[config.mk]
export PLATFORM = sky130hd
export DESIGN_NAME = keypad_scanner
export DESIGN_NICKNAME = d
export VERILOG_FILES = /design/src/rtl/keypad_pkg.sv /design/src/rtl/keypad_scanner_col_sync.sv /design/src/rtl/keypad_scanner.sv
export SDC_FILE = /design/constraint.sdc
export NUM_CORES = 1
export LEC_CHECK = 0
export CAP_MARGIN = 5
export CORE_MARGIN = 4
export CORE_UTILIZATION = 30
export DETAILED_ROUTE_END_ITERATION = 8
export GPL_ROUTABILITY_DRIVEN = 1
export GPL_TIMING_DRIVEN = 0
export PLACE_DENSITY = 0.56
export SKIP_LAST_GASP = 1
export SYNTH_ARGS = -nofsm -noshare
export SYNTH_HDL_FRONTEND = slang
export SYNTH_HIERARCHICAL = 1
export SYNTH_SLANG_ARGS = --single-unit
[constraint.sdc]
create_clock -name clk -period 3.6 [get_ports clk]
set_input_delay 0.54 -clock clk [delete_from_list [all_inputs] [get_ports clk]]
set_output_delay 0.54 -clock clk [all_outputs]
set_load 0.01 [all_outputs]
[src/rtl/keypad_pkg.sv]
// Shared types, constants and column-pattern helpers for the 4x4 keypad scanner.
package keypad_pkg;

  typedef enum logic [1:0] {
    ST_SCAN       = 2'd0,
    ST_PRESS_DB   = 2'd1,
    ST_HELD       = 2'd2,
    ST_RELEASE_DB = 2'd3
  } state_t;

  localparam int NUM_ROWS = 4;
  localparam int NUM_COLS = 4;
  localparam int KEY_W    = 4;

  localparam logic [NUM_COLS-1:0] COL_IDLE = 4'b1111;

  // Index of the single low bit; only meaningful for one-cold patterns.
  function automatic logic [1:0] enc(input logic [NUM_COLS-1:0] pat);
    case (pat)
      4'b1110: enc = 2'd0;
      4'b1101: enc = 2'd1;
      4'b1011: enc = 2'd2;
      4'b0111: enc = 2'd3;
      default: enc = 2'd0;
    endcase
  endfunction

  function automatic logic one_cold(input logic [NUM_COLS-1:0] pat);
    case (pat)
      4'b1110, 4'b1101, 4'b1011, 4'b0111: one_cold = 1'b1;
      default:                            one_cold = 1'b0;
    endcase
  endfunction

endpackage

[src/rtl/keypad_scanner_col_sync.sv]
// Two-flop synchronizer for the asynchronous keypad column lines; resets to idle.
module col_sync
  import keypad_pkg::*;
(
  input  logic                i_clk,
  input  logic                i_rst,
  input  logic [NUM_COLS-1:0] i_col,
  output logic [NUM_COLS-1:0] o_col_s
);

  logic [NUM_COLS-1:0] r_meta;
  logic [NUM_COLS-1:0] r_sync;

  // Metastability filter: two back-to-back flops per column.
  always_ff @(posedge i_clk) begin
    if (i_rst) begin
      r_meta <= COL_IDLE;
      r_sync <= COL_IDLE;
    end else begin
      r_meta <= i_col;
      r_sync <= r_meta;
    end
  end

  assign o_col_s = r_sync;

endmodule

[src/rtl/keypad_scanner.sv]
// Row-walking keypad scanner: finds a single pressed key, debounces press and
// release, and emits one key_valid pulse per physical press.
module keypad_scanner
  import keypad_pkg::*;
#(
  parameter int SCAN_DIV     = 50000,
  parameter int DEBOUNCE_CNT = 500000
) (
  input  logic                clk,
  input  logic                rst,
  input  logic [NUM_COLS-1:0] col_in,
  output logic [NUM_ROWS-1:0] row_out,
  output logic                key_valid,
  output logic [KEY_W-1:0]    key_code,
  output logic                key_held
);

  localparam int DW  = $clog2(SCAN_DIV);
  localparam int DBW = $clog2(DEBOUNCE_CNT);
  localparam logic [DW-1:0]  DWELL_LAST = DW'(SCAN_DIV - 1);
  localparam logic [DBW-1:0] DEB_LAST   = DBW'(DEBOUNCE_CNT - 1);

  logic [NUM_COLS-1:0] w_col_s;

  state_t              r_state;
  logic [1:0]          r_row_idx;
  logic [NUM_ROWS-1:0] r_row_out;
  logic [DW-1:0]       r_dwell;
  logic [DBW-1:0]      r_deb;
  logic [NUM_COLS-1:0] r_col_pat;
  logic                r_key_valid;
  logic [KEY_W-1:0]    r_key_code;
  logic                r_key_held;

  col_sync u_col_sync (
    .i_clk   (clk),
    .i_rst   (rst),
    .i_col   (col_in),
    .o_col_s (w_col_s)
  );

  // Scan/debounce FSM with all counters and output registers.
  always_ff @(posedge clk) begin
    if (rst) begin
      r_state     <= ST_SCAN;
      r_row_idx   <= 2'd0;
      r_row_out   <= 4'b1110;
      r_dwell     <= '0;
      r_deb       <= '0;
      r_col_pat   <= COL_IDLE;
      r_key_valid <= 1'b0;
      r_key_code  <= 4'h0;
      r_key_held  <= 1'b0;
    end else begin
      r_key_valid <= 1'b0;
      case (r_state)
        ST_SCAN: begin
          if (r_dwell == DWELL_LAST) begin
            // Idle and multi-bit (ghost) patterns just move the scan on.
            if (one_cold(w_col_s)) begin
              r_col_pat <= w_col_s;
              r_deb     <= '0;
              r_state   <= ST_PRESS_DB;
            end else begin
              r_row_idx <= r_row_idx + 2'd1;
              r_row_out <= {r_row_out[NUM_ROWS-2:0], r_row_out[NUM_ROWS-1]};
              r_dwell   <= '0;
            end
          end else begin
            r_dwell <= r_dwell + DW'(1);
          end
        end
        ST_PRESS_DB: begin
          if (w_col_s == r_col_pat) begin
            if (r_deb == DEB_LAST) begin
              r_key_code  <= {r_row_idx, enc(r_col_pat)};
              r_key_valid <= 1'b1;
              r_key_held  <= 1'b1;
              r_state     <= ST_HELD;
            end else begin
              r_deb <= r_deb + DBW'(1);
            end
          end else begin
            r_dwell <= '0;
            r_state <= ST_SCAN;
          end
        end
        ST_HELD: begin
          if (w_col_s == COL_IDLE) begin
            r_deb   <= '0;
            r_state <= ST_RELEASE_DB;
          end else begin
            r_state <= ST_HELD;
          end
        end
        ST_RELEASE_DB: begin
          if (w_col_s == COL_IDLE) begin
            if (r_deb == DEB_LAST) begin
              r_key_held <= 1'b0;
              r_row_idx  <= r_row_idx + 2'd1;
              r_row_out  <= {r_row_out[NUM_ROWS-2:0], r_row_out[NUM_ROWS-1]};
              r_dwell    <= '0;
              r_state    <= ST_SCAN;
            end else begin
              r_deb <= r_deb + DBW'(1);
            end
          end else begin
            r_state <= ST_HELD;
          end
        end
        default: begin
          r_state <= ST_SCAN;
          r_dwell <= '0;
        end
      endcase
    end
  end

  assign row_out   = r_row_out;
  assign key_valid = r_key_valid;
  assign key_code  = r_key_code;
  assign key_held  = r_key_held;

endmodule
Yosys cells after proc, flatten, opt, wreduce, memory -nomap -nowiden
Index checks and enable logic that the tools add are counted.
{ "totals": {"ff_bits": 61, "in_bits": 6, "out_inout_bits": 10} }
{ "op_classes": {"add_sub_neg": 3, "n_eq_ne": 26, "n_mux": 42, "n_bitwise": 2, "n_reduce_logical": 13} }
{ "op_table": {"columns": ["cell", "n"], "rows": [
  ["19-bit two-way mux", 6],
  ["16-bit two-way mux", 5],
  ["19-bit case mux with 4 select lines", 1],
  ["16-bit case mux with 3 select lines", 1],
  ["4-bit == test (second input constant)", 6],
  ["2-bit two-way mux", 10],
  ["5-bit AND reduction", 4],
  ["19-bit by 1-bit adder with 19-bit output (second input constant)", 1],
  ["19-bit == test (second input constant)", 1],
  ["2-bit inequality test (second input constant)", 9],
  ["16-bit by 1-bit adder with 16-bit output (second input constant)", 1],
  ["16-bit == test (second input constant)", 1],
  ["4-bit two-way mux", 4],
  ["1-bit two-way mux", 10],
  ["3-bit inequality test (second input constant)", 3],
  ["4-bit by 3-bit == test with 1-bit output (second input constant)", 2],
  ["2-bit case mux with 4 select lines", 1],
  ["4-bit case mux with 2 select lines", 1],
  ["2-bit case mux with 3 select lines", 1],
  ["3-bit AND reduction", 2],
  ["2-bit == test (second input constant)", 2],
  ["4-bit == test", 1],
  ["2-bit case mux with 2 select lines", 1],
  ["4-bit AND reduction", 1],
  ["9 further kinds", 11]
]} }

Logic depth before layout (Yosys ltp)
Gate-level depths: netlist of the first run.
{ "depth": {"ltp_word": 9, "depth_mapped": 9, "depth_no_buf": 7} }

Cells and area by module
Netlist of the first run, hierarchy kept.
{ "modules_own_cells": {"columns": ["module", "n_inst", "cells_each", "area_per_inst_um2", "seq_area_each_um2"], "rows": [
  ["keypad_scanner", 1, 394, 3265.6, 1061.0],
  ["col_sync", 1, 16, 210.2, 160.2]
]} }

Worst setup path after synthesis of the first run
OpenSTA, ideal clock, no wires.
{ "synth_timing": {"kind": "flip-flop to flip-flop", "startpoint": "reg r_dwell[10]", "endpoint": "reg r_row_idx[0]", "setup_ns": 0.121, "arrival_time_ns": 2.257, "required_time_ns": 3.479, "path_slack_ns": 1.222, "path_stages_with_launch": 8, "n_path_buf": 2, "synth_period_minus_slack_ns": 2.378, "cell_sequence": "dfxtp_1 > or4b_4 > or4_4 > buf_6 > o21ai_4 > and3_1 > buf_6 > mux2_4"} }
{ "synth_between": {"elab_chain_cells": 3} }
{ "synth_rtl": {"columns": ["element", "line_no", "source"], "rows": [
  ["from (decl)", "keypad_scanner.sv:28", "logic [DW-1:0] r_dwell;"],
  ["from (signal assigned)", "keypad_scanner.sv:70", "r_dwell <= r_dwell + DW'(1);"],
  ["16-bit == test", "keypad_scanner.sv:58", "if (r_dwell == DWELL_LAST) begin"],
  ["2-bit inequality test (no line)", null, null],
  ["5-bit AND reduction (no line)", null, null],
  ["to (signal assigned)", "keypad_scanner.sv:65", "r_row_idx <= r_row_idx + 2'd1;"],
  ["to (signal assigned)", "keypad_scanner.sv:100", "r_row_idx <= r_row_idx + 2'd1;"],
  ["to (decl)", "keypad_scanner.sv:26", "logic [1:0] r_row_idx;"]
]} }
No other way between the ends.
A chain may end at the register's enable or synchronous reset.

Final worst setup path of the first run
{ "layout_timing": {"startpoint": "in rst", "endpoint": "reg r_key_valid, in the netlist key_valid"} }
{ "layout_between": {"elab_chain_cells": 1} }
{ "layout_rtl": {"columns": ["element", "line_no", "source"], "rows": [
  ["from (decl)", "keypad_scanner.sv:10", "input logic rst,"],
  ["3-bit OR reduction (no line)", null, null],
  ["to (signal assigned)", "keypad_scanner.sv:51", "r_key_valid <= 1'b0;"],
  ["to (signal assigned)", "keypad_scanner.sv:55", "r_key_valid <= 1'b0;"],
  ["to (signal assigned)", "keypad_scanner.sv:77", "r_key_valid <= 1'b1;"],
  ["to (decl)", "keypad_scanner.sv:31", "logic r_key_valid;"]
]} }
No other way between the ends.

==> impl_summary.txt, run 1 <==
----------------------------------------------------
[Cells and area]
  Commonest non-fill, non-tap cells in the layout ... 61 x dfxtp_1, 38 x nand2_1, 25 x nor2_1
  Layout Nets ... roughly 450
  Layout Area Growth over Synthesis ... 18.86%
  Antenna Diode Count ... 0
  Number of filler cells placed in the layout ... between 1,000 and 1,500
  Total area of sequential cells ... 1221 sq um
  Post-layout utilization of the core ... a little over a third
  Design Area, Final ... approximately 4100 sq um
  Most common cell after layout, fill and taps aside ... dfxtp_1
  Number of standard cells in the final layout excluding fillers ... 584
  Fraction of final layout cells with drive strength greater than 1 ... 7.710%
  Multi-input logic area ... 2062 sq um

[STA]
  Max-slew violation count ... 0
  Slew at the pin closest to its max-slew limit ... 1.019 ns
  Unrepaired setup endpoints after global routing ... no
  Timing-limited maximum frequency ... between 300 and 400 MHz
  Final setup vio count ... 0
  Post-route setup TNS ... 0 ns
  Clock Skew ... approximately 0.0043 ns
  Period minus WS final ... 2.607 ns
  Share of the clock period used by the worst path after layout ... between 70 and 80%
  Max_slew headroom ... a little under a third
  Final-report hold violation count ... 0

[Global route]
  Maximum number of pins on one net before global-route repair ... 11
  Total global-route track usage ... ~15%
  Total overflow reported by the global router ... 0
  Number of antenna violations at the first check in global routing ... 0
  Global-route wire length before repair ... between 15,000 and 20,000 microns
  Number of global-route vias before repair ... 3,165

[Power and ir drop]
  Leakage power ... 0.001397 uW
  Power per unit of standard cell area ... 466.6 nW/um^2
  Maximum ir drop on the vdd rail ... between 0.2 and 0.25 mV
  Total chip power ... slightly below 2000 uW
  Part of the power in registers ... about 37%
  Switching power share of the total ... between 20% and 30%
  Part of the total power dissipated in the clock network ... between 40% and 50%
  Comb pwr share ... 14.1%
  Reported net switching power ... 496.0 uW
  Internal portion of total power ... 1432 uW

[Worst setup path]
  Worst path bufs/invs ... 4
  Arrival time of the worst setup path ... between 2 and 3 ns
  Critical path start-end classification ... in2reg
  Top cell family by delay on the critical path ... buffers and inverters
  Cells along the critical path ... clkdlybuf4s50_1 > clkbuf_1 > clkbuf_1 > clkbuf_1 > nor2_1
  Crit path largest cell delay ... roughly 0.60 ns
  Crit path max-delay cell type ... clkdlybuf4s50_1
  Data required time of the critical path ... around 3.8 ns
  Element type at the critical path end ... flip-flop
  Kind of launch point of the worst setup path ... primary input
  Top cell by count, worst path ... clkbuf_1
  Critical path fanouts, max ... 10
  Register-to-register setup slack ... 1.02 ns

[Placement]
  DP Wirelength ... approximately 7000 microns
  Routability congestion estimate ... about 0.94
  Instance area at placement ... 3805 sq um
  Placed insts ... 568
  Count of buffers inserted at the top-level ports ... 15

[CTS]
  Clock-pin slew reported for the worst setup and hold paths after clock tree synthesis ... around 0.050 ns
  H-tree levels ... 3
  Clock tree sinks ... 61
  Cell chosen for the clock root ... clkbuf_16
  CTS Buf Count ... 9
  Number of buffers inserted by post-CTS setup repair ... 0
  Clk_lat worst skew ... between 0.3 and 0.4 ns
  Post-cts resize count ... 0
  CTS tree ... done
  CTS Buffer Depth ... 2
  Post-CTS Hold Fix Bufs ... 0

[Die]
  I/O Pins ... 16
  Width of the die ... ~120 microns
  Number of core rows ... 39
  Starting density of the core ... between 30% and 40%
  Total die area ... 13,370 sq um
  CORE AREA ... ~11,000 sq um
  Y dimension of the die ... between 100 and 150 microns

[Synth]
  Main area contributors after synthesis ... dfxtp_1 35%, nand2_1 4.1%, nand3_1 3.3%
  Syn Area/Cell ... 8.478 sq um
  Share of the synthesized area in the top cell type ... approximately a third
  Async SR Flop Fraction ... 0%
  Prevailing post-synth register cell ... dfxtp_1
  Post-synthesis instance total ... 410
  Number of warnings printed during yosys synthesis ... 6
  Post-Synthesis Cell Area ... ~3500 sq um
  Top cell type by total area after synthesis ... dfxtp_1
  Number of enable flip-flop cells after synthesis ... 0
  Nets in the synthesized netlist ... ~420
  Number of unique standard cell types used by synthesis ... 62
  Number of synthesized register bits ... around 60
  Sequential element share of the synthesized area ... roughly a third

[Routing]
  Avg WL per Cell ... approximately 17 microns
  Number of vias per cell after detailed routing ... between 5 and 6
  Aggregate routed wire length ... roughly 10000 microns
  DRC ... 0
  DR iter-0 viols ... 176
  Detail Route Antenna Nets ... 0
  Number of detailed-route iterations in the first pass ... 4
  Via count of the routed design ... roughly 3,400

[Run]
  Max-cap violations ... 0

[Outcome]
  Run status ... completed

[Hold path]
  Class of the worst hold path ... reg2reg

----------------------------------------------------
-- worst register-to-register path: stages, from the launching register on --
cell	delay (ns)
dfxtp_1	0.32
inv_1	0.12
ha_1	0.16
clkbuf_1	0.33
inv_1	0.09
nand2_1	0.09
clkbuf_1	0.39
clkbuf_1	0.51
o21ai_0	0.18
a311oi_1	0.28
-- worst paths after layout --
check	start	depth (start not counted)	end
worst max register to register	r_state[1]	9	r_deb[11]
worst min-delay path	u_col_sync/r_meta[2]	1	u_col_sync/o_col_s[2]
worst min register to register	u_col_sync/r_meta[2]	1	u_col_sync/o_col_s[2]
worst max-delay path	rst	5	key_valid
-- per-layer routing --
layer  global-route usage [%]  wire length (microns)  vias up
li1                         -                      -     1640
met3                    3.760                    479        6
met2                    24.42                   4605       91
met1                    20.49                   4589     1617
met4                    4.331                     97        0
met5                        0                      0        -
-- through the flow --
stage	setup slack, ns	hold slack, ns
4_1_cts	0.9619	0.4050
2_1_floorplan	1.222	0.3832
6_report	0.9930	0.4002
5_1_grt	0.7835	0.4231
3_5_place_dp	0.6205	0.3929
3_3_place_gp	0.6396	0.3857
-- layout make-up --
type	count	area share [%]
clock buffers	12	6.208
clock inverters	4	1.696
repair buffers	15	3.634
multi-input cells	304	49.91
well taps	143	4.331
flip-flops and latches	61	29.56
inverters	14	1.272
plain buffers	31	3.392
-- sequential cells by signal (all words and copies together) (netlist names) --
name and flops:
r_state 2, key_code 4, r_row_idx 2, row_out 4
u_col_sync/r_meta 4, u_col_sync/o_col_s 4, r_dwell 16, r_deb 19
key_held 1, r_col_pat 4, key_valid 1
-- power by group through the flow --
stage | clock, uW | sequential, uW | combinational (uW)
final | 944 | 711 | 272
after global routing | 995 | 714 | 298
after CTS | 958 | 711 | 271
after detailed placement | 0 | 725 | 270
after global placement | 0 | 725 | 267
after floorplan | 0 | 723 | 189
-- cells by family (layout without fill, tap and decap cells) --
| group | after synthesis | after routing | share of synthesized area, % |
|---|---|---|---|
| simple gates | 181 | 181 | 29.27 |
| compound gates | 97 | 97 | 22.14 |
| flops | 61 | 61 | 35.13 |
| buf+inv | 45 | 76 | 5.543 |
| mux | 12 | 12 | 3.636 |
| fa+ha+maj | 7 | 7 | 2.520 |
| xor+xnor | 7 | 7 | 1.764 |
-- Yosys cell counts (all sizes together) (9+ instances only) --
cell type,instances
nand3,23
mux2i,10
a21oi,15
nor2,25
nand2,38
and3,11
nand4,16
nor4,15
buf,9
inv,14
clkbuf,22
dfxtp,61
or3,9
Note: power is estimated with default switching activity, not from simulation.
==> run 2: changes to the inputs <==
clock period = 2.4 ns   (was 3.6 ns; I/O delays follow)
==> run 2 against run 1 <==
Count of clock-buffer cells in the layout did not move; setup slack got worse by 0.98 ns; worst hold slack better by 0.00080 ns; first-iteration DRC count rose by 13%; non-clock buffer count increased by 5; clock power grew 50%; wire length rose by 3.7%; die area stayed put; sequential power up 50%.
==> impl_summary.txt, run 2 (synthesis results as in run 1) <==
----------------------------------------------------
[Routing]
  Detail Route Antenna Nets ... 0 (unchanged)
  DRC ... 0 (unchanged)
  Number of vias per cell after detailed routing ... 5.871 (was 5.743)
  Number of detailed-route iterations in the first pass ... 4 (unchanged)
  Aggregate routed wire length ... 10,130 microns (was 9771 microns)
  DR iter-0 viols ... 199 (was 176)
  Avg WL per Cell ... 17.21 microns (was 16.73 microns)
  Via count of the routed design ... 3,458 (was 3,354)

[Cells and area]
  Flip-flop count of the largest register, all copies and words added ... 19 (unchanged)
  Layout Nets ... 454 (was 449)
  Antenna Diode Count ... 0 (unchanged)
  Register bank with the most flops ... r_deb (unchanged)
  Number of filler cells placed in the layout ... 1,154 (was 1,169)
  Multi-input logic area ... 2170 sq um (was 2062 sq um)
  Commonest non-fill, non-tap cells in the layout ... 58 x dfxtp_1, 38 x nand2_1, 23 x nor2_1 (was 61 x dfxtp_1, 38 x nand2_1, 25 x nor2_1)
  Top Registers ... r_deb (19), r_dwell (16) (unchanged)
  Total area of sequential cells ... 1225 sq um (was 1221 sq um)
  Post-layout utilization of the core ... 38.02% (was 36.34%)
  Fraction of final layout cells with drive strength greater than 1 ... 15.02% (was 7.710%)
  Most common cell after layout, fill and taps aside ... dfxtp_1 (unchanged)
  Layout Area Growth over Synthesis ... 24.37% (was 18.86%)

[CTS]
  H-tree levels ... 3 (unchanged)
  CTS Buf Count ... 9 (unchanged)
  CTS Buffer Depth ... 2 (unchanged)
  Clk_lat worst skew ... 0.33 ns (about the same)
  Cell chosen for the clock root ... clkbuf_16 (unchanged)
  Clock tree sinks ... 61 (unchanged)
  Clock-pin slew reported for the worst setup and hold paths after clock tree synthesis ... 0.05 ns (about the same)
  CTS tree ... done (unchanged)

[Die]
  Width of the die ... 115.6 microns (unchanged)
  CORE AREA ... 11,370 sq um (unchanged)
  I/O Pins ... 16 (unchanged)
  Y dimension of the die ... 115.6 microns (unchanged)
  Starting density of the core ... 30.57% (unchanged)
  Total die area ... 13,370 sq um (unchanged)
  Number of core rows ... 39 (unchanged)

[STA]
  Unrepaired setup endpoints after global routing ... yes (was no)
  Max-slew violation count ... 0 (unchanged)
  Timing-limited maximum frequency ... 419.0 MHz
  Final worst slack ... 0.01322 ns (was 0.9930 ns)
  Slew at the pin closest to its max-slew limit ... 0.6295 ns (was 1.019 ns)
  Final-report hold violation count ... 0 (unchanged)
  Max_slew headroom ... 57.68% (was 31.41%)
  Share of the clock period used by the worst path after layout ... ~100%
  Period minus WS final ... 2.387 ns
  Clock Skew ... 0.003820 ns (was 0.004291 ns)
  Final setup vio count ... 0 (unchanged)

[Hold path]
  Class of the worst hold path ... reg2reg (unchanged)
  Launch point of the worst hold path ... u_col_sync/r_meta[2] (unchanged)
  Endpoint of the worst hold path ... u_col_sync/o_col_s[2] (unchanged)
  Number of cells traversed by the worst hold path ... 1 (unchanged)

[Global route]
  Total overflow reported by the global router ... 0 (unchanged)
  Total global-route track usage ... 15.39% (was 15.24%)
  Global-route wire length before repair ... 16,390 microns (was 16,240 microns)
  Number of global-route vias before repair ... 3,249 (was 3,165)
  Number of antenna violations at the first check in global routing ... 0 (unchanged)
  Maximum number of pins on one net before global-route repair ... 11 (unchanged)

[Power and ir drop]
  Leakage power ... 0.001519 uW (was 0.001397 uW)
  Maximum ir drop on the vdd rail ... 0.3414 mV (was 0.2284 mV)
  Power per unit of standard cell area ... 683.0 nW/um^2 (was 466.6 nW/um^2)
  Total chip power ... 2952 uW (was 1928 uW)

[Placement]
  DP Wirelength ... 7006 microns (unchanged)
  Setup Slack @ Placement ... -0.3995 ns (was 0.6205 ns)
  Routability congestion estimate ... 0.9375 (unchanged)
  Count of buffers inserted at the top-level ports ... 15 (unchanged)

[Worst setup path]
  Data required time of the critical path ... 2.62 ns (was 3.79 ns)
  Register-to-register setup slack ... 0.01 ns (was 1.02 ns)
  Worst Reg-to-Reg Cells ... 6 (was 9)
  Kind of launch point of the worst setup path ... flip-flop (was primary input)
  Crit. Startpoint ... r_dwell[4] (was rst)
  R2r startpoint ... r_dwell[4] (was r_state[1])
  Endpoint of the worst-slack reg-to-reg timing path ... r_row_idx[0] (was r_deb[11])
  Arrival time of the worst setup path ... 2.61 ns (was 2.80 ns)
  Critical path fanouts, max ... 7 (was 10)
  Critical path start-end classification ... reg2reg (was in2reg)
  Element type at the critical path end ... flip-flop (unchanged)

[Outcome]
  Run status ... completed (unchanged)

[Run]
  Max-cap violations ... 0 (unchanged)

----------------------------------------------------
-- run 2: changes by cell type in the layout (fill, tap and decap cells not counted), sizes merged --
cell    change
clkbuf      -3
buf         +8
-- run 2: routing by layer --
| layer | GRT usage, % | vias to the layer above | part of all wire [%] |
|---|---|---|---|
| li1 | - | 1649 | - |
| met1 | 20.31 | 1685 | 46 |
| met2 | 24.77 | 110 | 47 |
| met3 | 3.916 | 14 | 5.8 |
| met4 | 4.872 | 0 | 1.6 |
| met5 | 0 | - | 0 |
-- run 2: how the worst max path moves through the flow --
stage | cells after the start | endpoint | slack (ns)
final | 6 | r_row_idx[0] | 0.01
after global routing | 8 | r_deb[11] | -0.04
after floorplan | 7 | r_row_idx[0] | 0.02
after CTS | 9 | r_deb[11] | -0.05
after global placement | 5 | key_valid | -0.38
after detailed placement | 5 | key_valid | -0.40
-- run 2: cell type report --
type / count / area share (%)
Sequential cell: 61 / 28.34
Buffer: 25 / 2.952
Inverter: 14 / 1.216
Multi-Input combinational cell: 304 / 50.19
Tap cell: 143 / 4.139
Clock buffer: 12 / 5.933
Timing Repair Buffer: 26 / 5.615
Clock inverter: 4 / 1.621
-- run 2: report_power, final --
group          total [uW]  internal, uW  switching (uW)
registers            1070          1040            26.7
logic                 463           182             281
clock network        1420           962             456
-- run 2: metrics by stage --
stage | std cells | hold slack [ns] | instance area (sq um) | setup TNS, ns
2_1_floorplan | 410 | 0.3832 | 3476 | 0
3_3_place_gp | 568 | 0.3857 | 3805 | -7.527
3_5_place_dp | 568 | 0.3929 | 3805 | -8.111
4_1_cts | 586 | 0.4050 | 4215 | -0.1197
5_1_grt | 589 | 0.4231 | 4323 | -0.1169
6_report | 589 | 0.4010 | 4323 | 0
-- run 2: timing repair --
action                                  4_1_cts  5_1_grt
gates cloned                                  0        1
endpoints found under the setup margin       36       35
hold buffers                                  0        0
pin swaps                                     5        2
resized for setup                            17       18
buffers inserted                              4        6
-- run 2: critical path, stage by stage (launching register included) --
cell and delay (ns):
dfxtp_2 0.34, or4b_4 0.54, or4_4 0.61, o21ai_4 0.18
and3_4 0.19, buf_6 0.12, mux2_4 0.29
==> run 3: changes to the inputs <==
ABC_AREA = 1   (was default)
==> run 3 against run 2 <==
Utilization is 1.6 points lower; maximum frequency grew 8.5%; die area up 14%; critical path type unchanged.
==> impl_summary.txt, run 3 <==
----------------------------------------------------
[CTS]
  Cell chosen for the clock root ... clkbuf_16 (unchanged)
  CTS Buffer Depth ... 2 (unchanged)
  Post-cts resize count ... 0 (was 17)
  CTS Buf Count ... 9 (unchanged)
  H-tree levels ... 3 (unchanged)
  Clk_lat worst skew ... 0.34 ns (was 0.33 ns)
  Clock tree sinks ... 61 (unchanged)
  Post-CTS Hold Fix Bufs ... 0 (unchanged)
  Clock-pin slew reported for the worst setup and hold paths after clock tree synthesis ... 0.05 ns (about the same)
  Number of buffers inserted by post-CTS setup repair ... 0 (was 4)
  CTS tree ... done (unchanged)

[Placement]
  Routability congestion estimate ... 0.8788 (was 0.9375)
  Count of buffers inserted at the top-level ports ... 15 (unchanged)
  DP Wirelength ... 7178 microns (was 7006 microns)

[Synth]
  Top cell type by total area after synthesis ... dfxtp_1 (unchanged)
  Post-synthesis instance total ... 607 (was 410)
  Nets in the synthesized netlist ... 620 (was 423)
  Async SR Flop Fraction ... 0% (unchanged)
  Main area contributors after synthesis ... dfxtp_1 31%, nand2_1 15%, nor2_1 9.3% (was dfxtp_1 35%, nand2_1 4.1%, nand3_1 3.3%)
  Post-Synthesis Cell Area ... 3989 sq um (was 3476 sq um)
  Sequential element share of the synthesized area ... 30.61% (was 35.13%)
  Number of unique standard cell types used by synthesis ... 38 (was 62)
  Most used standard cell by instance count after synthesis ... nand2_1 (was dfxtp_1)
  Number of synthesized register bits ... 61 (unchanged)
  Prevailing post-synth register cell ... dfxtp_1 (unchanged)
  Number of enable flip-flop cells after synthesis ... 0 (unchanged)
  Most used standard cells in the synthesized netlist ... 164 x nand2_1, 99 x nor2_1, 61 x dfxtp_1 (was 61 x dfxtp_1, 38 x nand2_1, 25 x nor2_1)
  Syn Area/Cell ... 6.571 sq um (was 8.478 sq um)
  Number of warnings printed during yosys synthesis ... 6 (unchanged)
  Share of the synthesized area in the top cell type ... 30.61% (was 35.13%)

[Die]
  Number of core rows ... 41 (was 39)
  Width of the die ... 123.3 microns (was 115.6 microns)
  Total die area ... 15,210 sq um (was 13,370 sq um)
  Starting density of the core ... 31.10% (was 30.57%)
  Y dimension of the die ... 123.3 microns (was 115.6 microns)
  I/O Pins ... 16 (unchanged)
  CORE AREA ... 12,820 sq um (was 11,370 sq um)

[Worst setup path]
  Data required time of the critical path ... 2.59 ns (was 2.62 ns)
  Element type at the critical path end ... flip-flop (unchanged)
  Crit. Startpoint ... r_deb[0] (was r_dwell[4])
  Kind of launch point of the worst setup path ... flip-flop (unchanged)
  R2r startpoint ... r_deb[0] (was r_dwell[4])
  Critical path start-end classification ... reg2reg (unchanged)
  Critical path fanouts, max ... 10 (was 7)
  Arrival time of the worst setup path ... 2.39 ns (was 2.61 ns)

[STA]
  Unrepaired setup endpoints after global routing ... no (was yes)
  Final-report hold violation count ... 0 (unchanged)
  Final setup vio count ... 0 (unchanged)
  Timing-limited maximum frequency ... 454.4 MHz (was 419.0 MHz)
  Period minus WS final ... 2.201 ns (was 2.387 ns)
  Post-route setup TNS ... 0 ns (unchanged)
  Share of the clock period used by the worst path after layout ... 91.69% (was 99.45%)
  Max-slew violation count ... 0 (unchanged)
  Slew at the pin closest to its max-slew limit ... 0.7358 ns (was 0.6295 ns)
  Max_slew headroom ... 50.95% (was 57.68%)
  Clock Skew ... 0.004374 ns (was 0.003820 ns)

[Power and ir drop]
  Leakage power ... 0.001767 uW (was 0.001519 uW)
  Total chip power ... 2546 uW (was 2952 uW)
  Power per unit of standard cell area ... 545.6 nW/um^2 (was 683.0 nW/um^2)
  Maximum ir drop on the vdd rail ... 0.3848 mV (was 0.3414 mV)

[Global route]
  Global-route wire length before repair ... 16,930 microns (was 16,390 microns)
  Number of antenna violations at the first check in global routing ... 0 (unchanged)
  Total overflow reported by the global router ... 0 (unchanged)
  Number of global-route vias before repair ... 3,529 (was 3,249)
  Total global-route track usage ... 14.00% (was 15.39%)
  Maximum number of pins on one net before global-route repair ... 11 (unchanged)

[Routing]
  DRC ... 0 (unchanged)
  Total met2 wirelength after detailed routing ... 4538 microns (was 4738 microns)
  Detail Route Antenna Nets ... 0 (unchanged)
  Met1 layer wirelength in the final routing ... 4634 microns (was 4647 microns)
  Aggregate routed wire length ... 9822 microns (was 10,130 microns)
  Number of vias per cell after detailed routing ... 4.707 (was 5.871)
  Via count of the routed design ... 3,813 (was 3,458)
  DR iter-0 viols ... 227 (was 199)
  Avg WL per Cell ... 12.13 microns (was 17.21 microns)
  Detailed route wirelength on metal3 ... 405 microns (was 583 microns)
  Number of detailed-route iterations in the first pass ... 4 (unchanged)
  Uppermost layer routed ... met4 (unchanged)

[Outcome]
  Run status ... completed (unchanged)

[Cells and area]
  Commonest non-fill, non-tap cells in the layout ... 164 x nand2_1, 99 x nor2_1, 61 x dfxtp_1 (was 58 x dfxtp_1, 38 x nand2_1, 23 x nor2_1)
  Antenna Diode Count ... 0 (unchanged)
  Flip-flop count of the largest register, all copies and words added ... 19 (unchanged)
  Fraction of final layout cells with drive strength greater than 1 ... 16.14% (was 15.02%)
  Register bank with the most flops ... r_deb (unchanged)
  Layout Nets ... 646 (was 454)
  Top Registers ... r_deb (19), r_dwell (16) (unchanged)
  Layout Area Growth over Synthesis ... 17.00% (was 24.37%)
  Most common cell after layout, fill and taps aside ... nand2_1 (was dfxtp_1)

[Run]
  Max-cap violations ... 0 (unchanged)

[Hold path]
  Class of the worst hold path ... reg2reg (unchanged)
  Launch point of the worst hold path ... u_col_sync/r_meta[1] (was u_col_sync/r_meta[2])

----------------------------------------------------
-- run 3: cell count changes after synthesis, sizes merged, moves of 8 or more --
cell and change:
xor2 +8, nor2 +86, mux2i -10, nor4 -15
inv +48, o21ai +12, and3 -10, nand3 +35
nand2 +148, clkbuf -16, or3 -9, nand4 -12
a311oi -8, a21oi +31
-- run 3: cell families (layout without fill, tap and decap cells) --
logic type / count (synthesis) / count (layout) / synth area share (%)
AO/OA/AOI/OAI: 71 / 71 / 11.01
XOR/XNOR: 13 / 13 / 2.854
adder cells (fa/ha/maj): 7 / 7 / 2.196
buffers and inverters: 76 / 107 / 8.281
flip-flops: 61 / 61 / 30.61
AND/OR/NAND/NOR: 379 / 379 / 45.04
-- run 3: path summary, 6_finish.rpt --
kind / slack, ns / depth (start not counted) / end
worst min-delay path: 0.41 / 2 / u_col_sync/o_col_s[1]
worst max-delay path: 0.20 / 11 / r_dwell[11]
worst max register to register: 0.20 / 11 / r_dwell[11]
worst min register to register: 0.41 / 2 / u_col_sync/o_col_s[1]
-- run 3: routing by layer --
metal / vias up / track usage (%)
li1: 1985 / -
met2: 90 / 22.46
met5: - / 0
met4: 0 / 6.713
met3: 15 / 2.242
met1: 1723 / 18.33
-- run 3: stage by stage --
stage	utilization [%]	hold slack, ns	cells	worst slack [ns]	cell area, sq um
floorplan	-	0.3868	607	0.6172	3989
global placement	33.95	0.3928	794	0.2154	4354
detailed placement	33.95	0.4001	794	0.1920	4354
CTS	36.39	0.4126	810	0.1982	4667
global route	36.39	0.4460	810	0.001650	4667
finish	36.39	0.4075	810	0.1994	4667
-- run 3: final cells by class --
class                   count  area (sq um)
plain buffers              13         93.84
clock buffers              13         270.3
clock inverters             3         42.54
fillers                  1426          8158
inverters                  63         236.5
multi-input cells         470          2437
flip-flops and latches     61          1221
well taps                 172         215.2
repair buffers             15         150.1
-- run 3: critical path: stages, from the launching register on --
cell and delay (ns):
dfxtp_1 0.48, ha_1 0.37, inv_2 0.09, nor2_4 0.18, nand3_4 0.14, nor2_2 0.15
nor2_2 0.08, nor2_8 0.14, nand2_4 0.12, buf_6 0.17, nand2_1 0.07, a21oi_1 0.06
-- run 3: power breakdown --
group | switching, uW | leakage (uW) | internal, uW
sequential | 25.2 | 0.000494 | 1040
combinational | 70.1 | 0.00112 | 45.7
clock | 482 | 0.000152 | 887
total | 577 | 0.00177 | 1970
